**config.mk**
```make
export PLATFORM = sky130hd
export DESIGN_NAME = mda_vram_arbiter
export DESIGN_NICKNAME = d
export VERILOG_FILES = /design/src/rtl/mda_vram_arbiter.sv
export SDC_FILE = /design/constraint.sdc
export NUM_CORES = 1
export LEC_CHECK = 0
export CORE_UTILIZATION = 57
export CTS_CLUSTER_SIZE = 30
export DETAILED_ROUTE_END_ITERATION = 6
export DONT_BUFFER_PORTS = 1
export HOLD_SLACK_MARGIN = 0.06
export PLACE_DENSITY = 0.75
export REMOVE_ABC_BUFFERS = 1
export SYNTH_ARGS = -nofsm -noshare
export SYNTH_HDL_FRONTEND = slang
export SYNTH_SLANG_ARGS = --single-unit
export TNS_END_PERCENT = 5
```
**constraint.sdc**
```tcl
create_clock -name clk -period 2.2 [get_ports clk]
set_input_delay 0.33 -clock clk [delete_from_list [all_inputs] [get_ports clk]]
set_output_delay 0.33 -clock clk [all_outputs]
set_load 0.01 [all_outputs]
```
**src/rtl/mda_vram_arbiter.sv**
```systemverilog
// Purpose: shares a single-port sync-read character RAM between MDA video fetch and a host req/ack port.
// Latency: video slot -> vid_char_stb is 2 clocks; host grant -> host_ack is 1 clock, grant waits at most 1 clock.
// Backpressure: video slots always win; the host holds host_req until host_ack. Optional macro: VRAM_CURSOR_EN.
module mda_vram_arbiter #(
  parameter int CELL_W = 9,
  parameter int CHAR_H = 14,
  parameter int COLS   = 80,
  parameter int ADDR_W = 11,
  parameter int DATA_W = 8
) (
  input  logic              clk,
  input  logic              reset,
  input  logic              fetch_en,
  input  logic              line_end,
  input  logic              frame_start,
  output logic [DATA_W-1:0] vid_char,
  output logic              vid_char_stb,
  input  logic              host_req,
  input  logic              host_we,
  input  logic [ADDR_W-1:0] host_addr,
  input  logic [DATA_W-1:0] host_wdata,
  output logic              host_ack,
  output logic [DATA_W-1:0] host_rdata,
  output logic [ADDR_W-1:0] ram_addr,
  output logic              ram_we,
  output logic [DATA_W-1:0] ram_wdata,
  input  logic [DATA_W-1:0] ram_rdata
`ifdef VRAM_CURSOR_EN
  ,
  input  logic [ADDR_W-1:0] cursor_addr,
  input  logic              cursor_on,
  output logic              vid_cursor
`endif
);

  localparam int PIX_W  = (CELL_W > 1) ? $clog2(CELL_W) : 1;
  localparam int SCAN_W = (CHAR_H > 1) ? $clog2(CHAR_H) : 1;
  localparam logic [PIX_W-1:0]  PIX_LAST  = PIX_W'(CELL_W - 1);
  localparam logic [SCAN_W-1:0] SCAN_LAST = SCAN_W'(CHAR_H - 1);
  localparam logic [ADDR_W-1:0] COLS_A    = ADDR_W'(COLS);

  typedef enum logic {ST_IDLE, ST_DONE} state_t;

  state_t              r_state;
  state_t              w_state_nxt;
  logic [PIX_W-1:0]    r_pix_cnt;
  logic [ADDR_W-1:0]   r_col;
  logic [SCAN_W-1:0]   r_scan;
  logic [ADDR_W-1:0]   r_row_base;
  logic                r_line_slot;
  logic                r_vid_pend;
  logic                r_vid_stb;
  logic [DATA_W-1:0]   r_vid_char;
  logic [ADDR_W-1:0]   r_ram_addr_last;
  logic                r_host_we;
  logic [DATA_W-1:0]   r_host_rdata;
  logic                w_slot;
  logic                w_grant;
  logic [ADDR_W-1:0]   w_vid_addr;

  // Slot is the first clock of each cell; reset suppresses every RAM access.
  assign w_slot     = !reset && fetch_en && (r_pix_cnt == '0);
  assign w_vid_addr = r_row_base + r_col;

  // Cell phase counter; holding it at 0 while fetch_en is low makes the first high clock a slot.
  always_ff @(posedge clk) begin
    if (reset || !fetch_en) begin
      r_pix_cnt <= '0;
    end else if (r_pix_cnt == PIX_LAST) begin
      r_pix_cnt <= '0;
    end else begin
      r_pix_cnt <= r_pix_cnt + 1'b1;
    end
  end

  // Column / scanline / row-base tracking; frame_start outranks line_end.
  always_ff @(posedge clk) begin
    if (reset || frame_start) begin
      r_col       <= '0;
      r_scan      <= '0;
      r_row_base  <= '0;
      r_line_slot <= 1'b0;
    end else if (line_end) begin
      r_col       <= '0;
      r_line_slot <= 1'b0;
      if (r_line_slot || w_slot) begin
        if (r_scan == SCAN_LAST) begin
          r_scan     <= '0;
          r_row_base <= r_row_base + COLS_A;
        end else begin
          r_scan <= r_scan + 1'b1;
        end
      end
    end else if (w_slot) begin
      r_col       <= r_col + 1'b1;
      r_line_slot <= 1'b1;
    end
  end

  // Video read pipeline: capture RAM data the clock after the slot, strobe the clock after that.
  always_ff @(posedge clk) begin
    if (reset) begin
      r_vid_pend <= 1'b0;
      r_vid_stb  <= 1'b0;
      r_vid_char <= '0;
    end else begin
      r_vid_pend <= w_slot;
      r_vid_stb  <= r_vid_pend;
      if (r_vid_pend) begin
        r_vid_char <= ram_rdata;
      end
    end
  end

  assign vid_char     = r_vid_char;
  assign vid_char_stb = r_vid_stb;

`ifdef VRAM_CURSOR_EN
  logic r_cur_pend;
  logic r_vid_cursor;

  // Cursor match travels beside the character read so it lands with vid_char.
  always_ff @(posedge clk) begin
    if (reset) begin
      r_cur_pend   <= 1'b0;
      r_vid_cursor <= 1'b0;
    end else begin
      r_cur_pend <= w_slot && cursor_on && (w_vid_addr == cursor_addr);
      if (r_vid_pend) begin
        r_vid_cursor <= r_cur_pend;
      end
    end
  end

  assign vid_cursor = r_vid_cursor;
`endif

  // Host FSM state register.
  always_ff @(posedge clk) begin
    if (reset) begin
      r_state <= ST_IDLE;
    end else begin
      r_state <= w_state_nxt;
    end
  end

  // Host FSM next state: grant only on non-slot clocks, DONE lasts exactly one clock.
  always_comb begin
    w_state_nxt = r_state;
    w_grant     = 1'b0;
    case (r_state)
      ST_IDLE: begin
        if (!reset && host_req && !w_slot) begin
          w_grant     = 1'b1;
          w_state_nxt = ST_DONE;
        end
      end
      ST_DONE: begin
        w_state_nxt = ST_IDLE;
      end
      default: begin
        w_state_nxt = ST_IDLE;
      end
    endcase
  end

  // Remember the direction of the granted access and keep the last read result.
  always_ff @(posedge clk) begin
    if (reset) begin
      r_host_we    <= 1'b0;
      r_host_rdata <= '0;
    end else begin
      if (w_grant) begin
        r_host_we <= host_we;
      end
      if (r_state == ST_DONE && !r_host_we) begin
        r_host_rdata <= ram_rdata;
      end
    end
  end

  // Ack is the DONE clock; read data is passed straight from the RAM during it.
  always_comb begin
    host_ack   = !reset && (r_state == ST_DONE);
    host_rdata = r_host_rdata;
    if (host_ack && !r_host_we) begin
      host_rdata = ram_rdata;
    end
  end

  // One RAM access per clock: video slot, host grant, or idle with the address parked.
  always_comb begin
    ram_addr  = r_ram_addr_last;
    ram_we    = 1'b0;
    ram_wdata = '0;
    if (w_slot) begin
      ram_addr = w_vid_addr;
    end else if (w_grant) begin
      ram_addr  = host_addr;
      ram_we    = host_we;
      ram_wdata = host_wdata;
    end
  end

  // Parked address register so idle clocks repeat the previous address.
  always_ff @(posedge clk) begin
    if (reset) begin
      r_ram_addr_last <= '0;
    end else begin
      r_ram_addr_last <= ram_addr;
    end
  end

endmodule

```
======== Word-level counts from Yosys, hierarchy flattened ========
Cells that the tools add are included.
word-level totals
  logic and storage cells ................. 50
  memories ................................ 0
  register bits after elaboration ......... 62
  bits in writable memories ............... 0
  bits in read-only memories .............. 0
  output and inout bits ................... 38
  bits in latches ......................... 0
operators by class
  muxes and demuxes ....................... 11
  add/sub/neg operators ................... 5
  bitwise operators ....................... 1
  $mul .................................... 0
  div/mod/pow operators ................... 0
  shift operators ......................... 0
  magnitude comparators ................... 0
  reduce and logical (&&, ||, !) cells .... 19
  eq/ne operators ......................... 2
operators by type and width
  operator                                                          number
  8-bit two-way mux                                                 3
  11-bit two-way mux                                                2
  11-bit by 1-bit adder with 11-bit output (second input constant)  1
  11-bit adder                                                      1
  11-bit by 7-bit adder with 11-bit output (second input constant)  1
  4-bit by 1-bit adder with 4-bit output (second input constant)    2
  4-bit equality test (second input constant)                       2
  1-bit logical AND                                                 7
  1-bit logical NOT                                                 4
  4-bit logical NOT                                                 1
  1-bit two-way mux                                                 4
  4-bit two-way mux                                                 1
  2-bit OR reduction                                                2
  1-bit logical OR                                                  3
  3-bit AND reduction                                               1
  1-bit one-hot mux with 2 select lines                             1
  2-bit AND reduction                                               1
  1-bit inverter                                                    1

======== Depth between registers and ports, before layout ========
  depth after elaboration ................. 9
  depth in mapped cells ................... 8
  mapped depth without buffers ............ 7

======== Worst setup path after synthesis ========
No wires, ideal clock.
  kind .................................... reg-to-output
  from .................................... reg r_col[4]
  to ...................................... out ram_addr[10]
  required time ........................... 1.870 ns
  path buffers ............................ 0
  cell stages (with the launch flop) ...... 7
  data arrival time ....................... 1.869 ns
  setup slack ............................. 0.001 ns
  cell sequence ........................... dfxtp_1 > ha_1 > fa_1 > a21o_1 > a2111oi_2 > xnor2_1 > a21oi_1
between the ends
  cells in the longest elaborated chain, start to end .. 2
RTL lines
  item                    line  source
  from (decl)             47    logic [ADDR_W-1:0] r_col;
  from (signal assigned)  95    r_col <= r_col + 1'b1;
  11-bit adder            63    assign w_vid_addr = r_row_base + r_col;
  11-bit two-way mux      196   if (w_slot) begin
  to (decl)               24    output logic [ADDR_W-1:0] ram_addr,
No other way between the ends.

======== Worst setup path in the final report ========
  from .................................... reg r_row_base[4]
  to ...................................... out ram_addr[10]
between the ends
  cells in the longest elaborated chain, start to end .. 2
RTL lines
  item                    line  source
  from (decl)             49    logic [ADDR_W-1:0] r_row_base;
  from (signal assigned)  89    r_row_base <= r_row_base + COLS_A;
  11-bit adder            63
  11-bit two-way mux      196
No other way between the ends.

==> results.yml <==
drt:
  totalWireLength_um: 6552
  drtIter0Drc: 147
  dr.pass1.iters: 4
  via_per_inst: 5.949
  post-route-drc-count: 0
  num_vias: 2469
  ant_nets: 0
  wl_per_cell_um: 15.79
global_routing:
  grt_overflow: 0
  grtUsageMet2_pct: 37.82
  grt_pass1_wl_um: 10170
  grt_pass1_vias: 2146
  met1_usage_pct: 33.96
  grt_usage_pct: 24.92
  grt_busiest_layer: "met2"
  antenna_found_initial: 0
  grtUsageMet3_pct: 4.527
  grt_max_degree: 28
die:
  start_util_pct: 60.67
  rows: 25
  io_pins: 72
  fp.dieW_um: 73.84
  die_h_um: 73.84
  die_area_um2: 5452
  core-area_um2: 4848
synth:
  synthDistinctLibCells: 50
  yosys-top-cells-area: "dfxtp_1 (39%), mux2i_1 (6.1%), a21oi_1 (6.0%)"
  synth_seq_area_share_pct: 39.47
  synth_commonest_cells: "dfxtp_1 (58), a21oi_1 (35), nor2_1 (31), nand2_1 (26), mux2i_1 (18)"
  syn-mean-instance-area_um2: 8.887
  synth_edf_count: 0
  syn_inst: 331
  synthArstFlopShare_pct: 0
  synth.most_common_cell: "dfxtp_1"
  yosys.area.top_type: "dfxtp_1"
  synth_top_area_share_pct: 39.47
  synth_ff_type: "dfxtp_1"
  ys_ff_latch: 58
  syn_area_um2: 2942
  yosys_warnings: 0
cts:
  cts_made_buffers: 9
  cts_post_setup_buffers_inserted: 0
  cts_buffer_depth: 2
  root_buffer: "clkbuf_8"
  clkLatencyLatePin_ns: 0.34
  cts.sinks: 58
  clkTransAtPathRegs_ns: 0.07
  cts_tree: "yes"
  h-tree-depth: 3
final_layout:
  fin_nets: 388
  final_cell_area_um2: 3392
  register_area_um2: 1165
  diodes: 0
  area_growth_pct: 15.31
  drive_gt1_share_pct: 19.83
  multi_input_area_um2: 1765
  fillers: 371
flow_run:
  drv_cap: 0
run_status:
  violations: "negative setup slack"
  status: "complete, but fails checks"
worst_hold_path:
  hold_class: "in -> reg"
  whs_path_depth: 2
placed_design:
  dpl.hpwl_um: 4439
  place_area_um2: 3062
  port-buffer-count: 0
  gp_congestion: 0.8185
sta:
  hold_slack_ns: 0.1192
  finClkSkew_ns: 0.01032
  period_share_pct: 111.1
  slew_viol_final: 0
  setup_ws_ns: -0.2453
  finalHoldViolCount: 0
  slew_headroom_pct: 32.04
  max_freq_mhz: 408.9
  min_period_ns: 2.445
  rsz0062_at_grt: "true"
  worst_pin_slew_ns: 1.016
  setup_violations: 4
setup_path:
  worstPathRequired_ns: 1.87
  start_kind: "flip-flop"
  path_max_fanout: 2
  critPathArrivalTime_ns: 2.12
  worstRegToRegCells: 8
  endpoint_kind: "output pin"
  crit_type: "reg -> out"
pwr:
  pwr_density_cell_nw_per_um2: 688.1
  p_leak_nw: 1.325
  max-vdd-ir-drop_mv: 0.4380
stage by stage:
step / power [mW] / worst slack, ns / utilization [%] / setup TNS [ns] / instances
after global placement: 1.317 / 0.005841 / 63.15 / 0 / 397
after CTS: 2.341 / -0.3410 / 69.14 / -0.6495 / 415
after floorplan: 1.278 / -0.1911 / - / -0.5768 / 315
after global routing: 2.419 / -0.3247 / 69.96 / -1.888 / 415
after detailed placement: 1.324 / -0.01744 / 63.15 / -0.01744 / 397
final: 2.334 / -0.2453 / 69.96 / -0.4545 / 415
power breakdown:
group	leakage [nW]	internal (mW)	switching [mW]
clock network	0.105	0.578	0.427
logic	0.747	0.0909	0.129
registers	0.473	1.09	0.0239
total	1.33	1.75	0.580
cells in the final DEF, fill, tap and decap left out, types with 2 or more instances in the layout:
cell | netlist | final
xor2_1 | 5 | 5
o21ai_0 | 12 | 12
buf_6 | 1 | 2
inv_1 | 9 | 9
dfxtp_1 | 58 | 55
nand2_1 | 26 | 26
o31ai_1 | 4 | 4
a21oi_2 | 0 | 8
or4_1 | 4 | 4
nor2_1 | 31 | 31
xnor2_1 | 8 | 7
nand4_1 | 2 | 2
o211ai_1 | 2 | 2
buf_4 | 2 | 13
nor2b_1 | 5 | 5
o21ba_2 | 2 | 2
nand3_1 | 10 | 10
a211oi_2 | 0 | 2
or3_1 | 5 | 5
nor3_1 | 2 | 2
dlygate4sd3_1 | 0 | 2
clkbuf_8 | 0 | 11
clkinv_2 | 0 | 3
and3b_1 | 2 | 2
nand4b_1 | 2 | 2
a21oi_1 | 35 | 27
nand3b_1 | 3 | 3
dfxtp_2 | 0 | 3
ha_1 | 10 | 9
o22ai_2 | 0 | 2
mux2_2 | 8 | 8
a21o_1 | 2 | 2
and2b_1 | 2 | 2
and3_1 | 13 | 12
and2_1 | 2 | 2
a211oi_1 | 14 | 12
and4bb_2 | 2 | 2
mux2i_1 | 18 | 18
per-layer routing:
| layer | part of all wire, % | up-vias | routed length, µm |
|---|---|---|---|
| met5 | 0 | - | 0 |
| li1 | - | 1207 | - |
| met1 | 47 | 1183 | 3079 |
| met2 | 45 | 74 | 2980 |
| met3 | 6.4 | 5 | 422 |
| met4 | 1.1 | 0 | 69 |
sequential cells by signal, indices dropped and copies added (netlist names):
register / count
r_pix_cnt: 4
r_ram_addr_last: 11
r_scan: 4
r_host_rdata: 8
vid_char_stb: 1
vid_char: 8
r_col: 11
r_vid_pend: 1
r_line_slot: 1
r_row_base: 7
r_state: 1
r_host_we: 1
cells by family (layout without fill, tap and decap cells):
kind of cell	Yosys count	count (layout)	synth area share, %
adders and majority gates	11	11	4.934
DFF	58	58	39.47
AOI/OAI and AO/OA	76	76	15.78
xor gates and xnor gates	13	13	3.871
muxes	26	26	9.188
buffers and inverters	25	42	3.743
and+or+nand+nor	122	122	23.01
worst paths after layout:
| path | to | slack (ns) | startpoint |
|---|---|---|---|
| max | ram_addr[10] | -0.25 | r_row_base[4] |
| min | r_host_rdata[3] | 0.12 | ram_rdata[3] |
| max reg2reg | r_ram_addr_last[7] | 0.36 | r_pix_cnt[0] |
| min reg2reg | r_pix_cnt[0] | 0.43 | r_pix_cnt[0] |
what timing repair did:
item / in CTS / in global routing
pin swaps: 4 / 2
hold endpoints to repair: 27 / 0
gates resized for setup: 14 / 10
hold buffers: 2 / 0
setup endpoints to repair: 18 / 20
cloned: 0 / 0
worst max-delay path, stage by stage (launching register included):
cell,delay (ns)
dfxtp_2,0.34
ha_4,0.16
fa_2,0.33
a21o_1,0.20
a2111oi_4,0.35
xnor2_2,0.18
a21oi_2,0.08
buf_4,0.15
final cells by class:
class | count | area share, %
clock inverters | 5 | 1.549
well taps | 67 | 2.471
clock buffers | 11 | 4.463
flip-flops and latches | 58 | 34.34
inverters | 9 | 0.9959
repair buffers | 17 | 4.131
multi-input cells | 248 | 52.05
(Power assumes the default switching activity.)
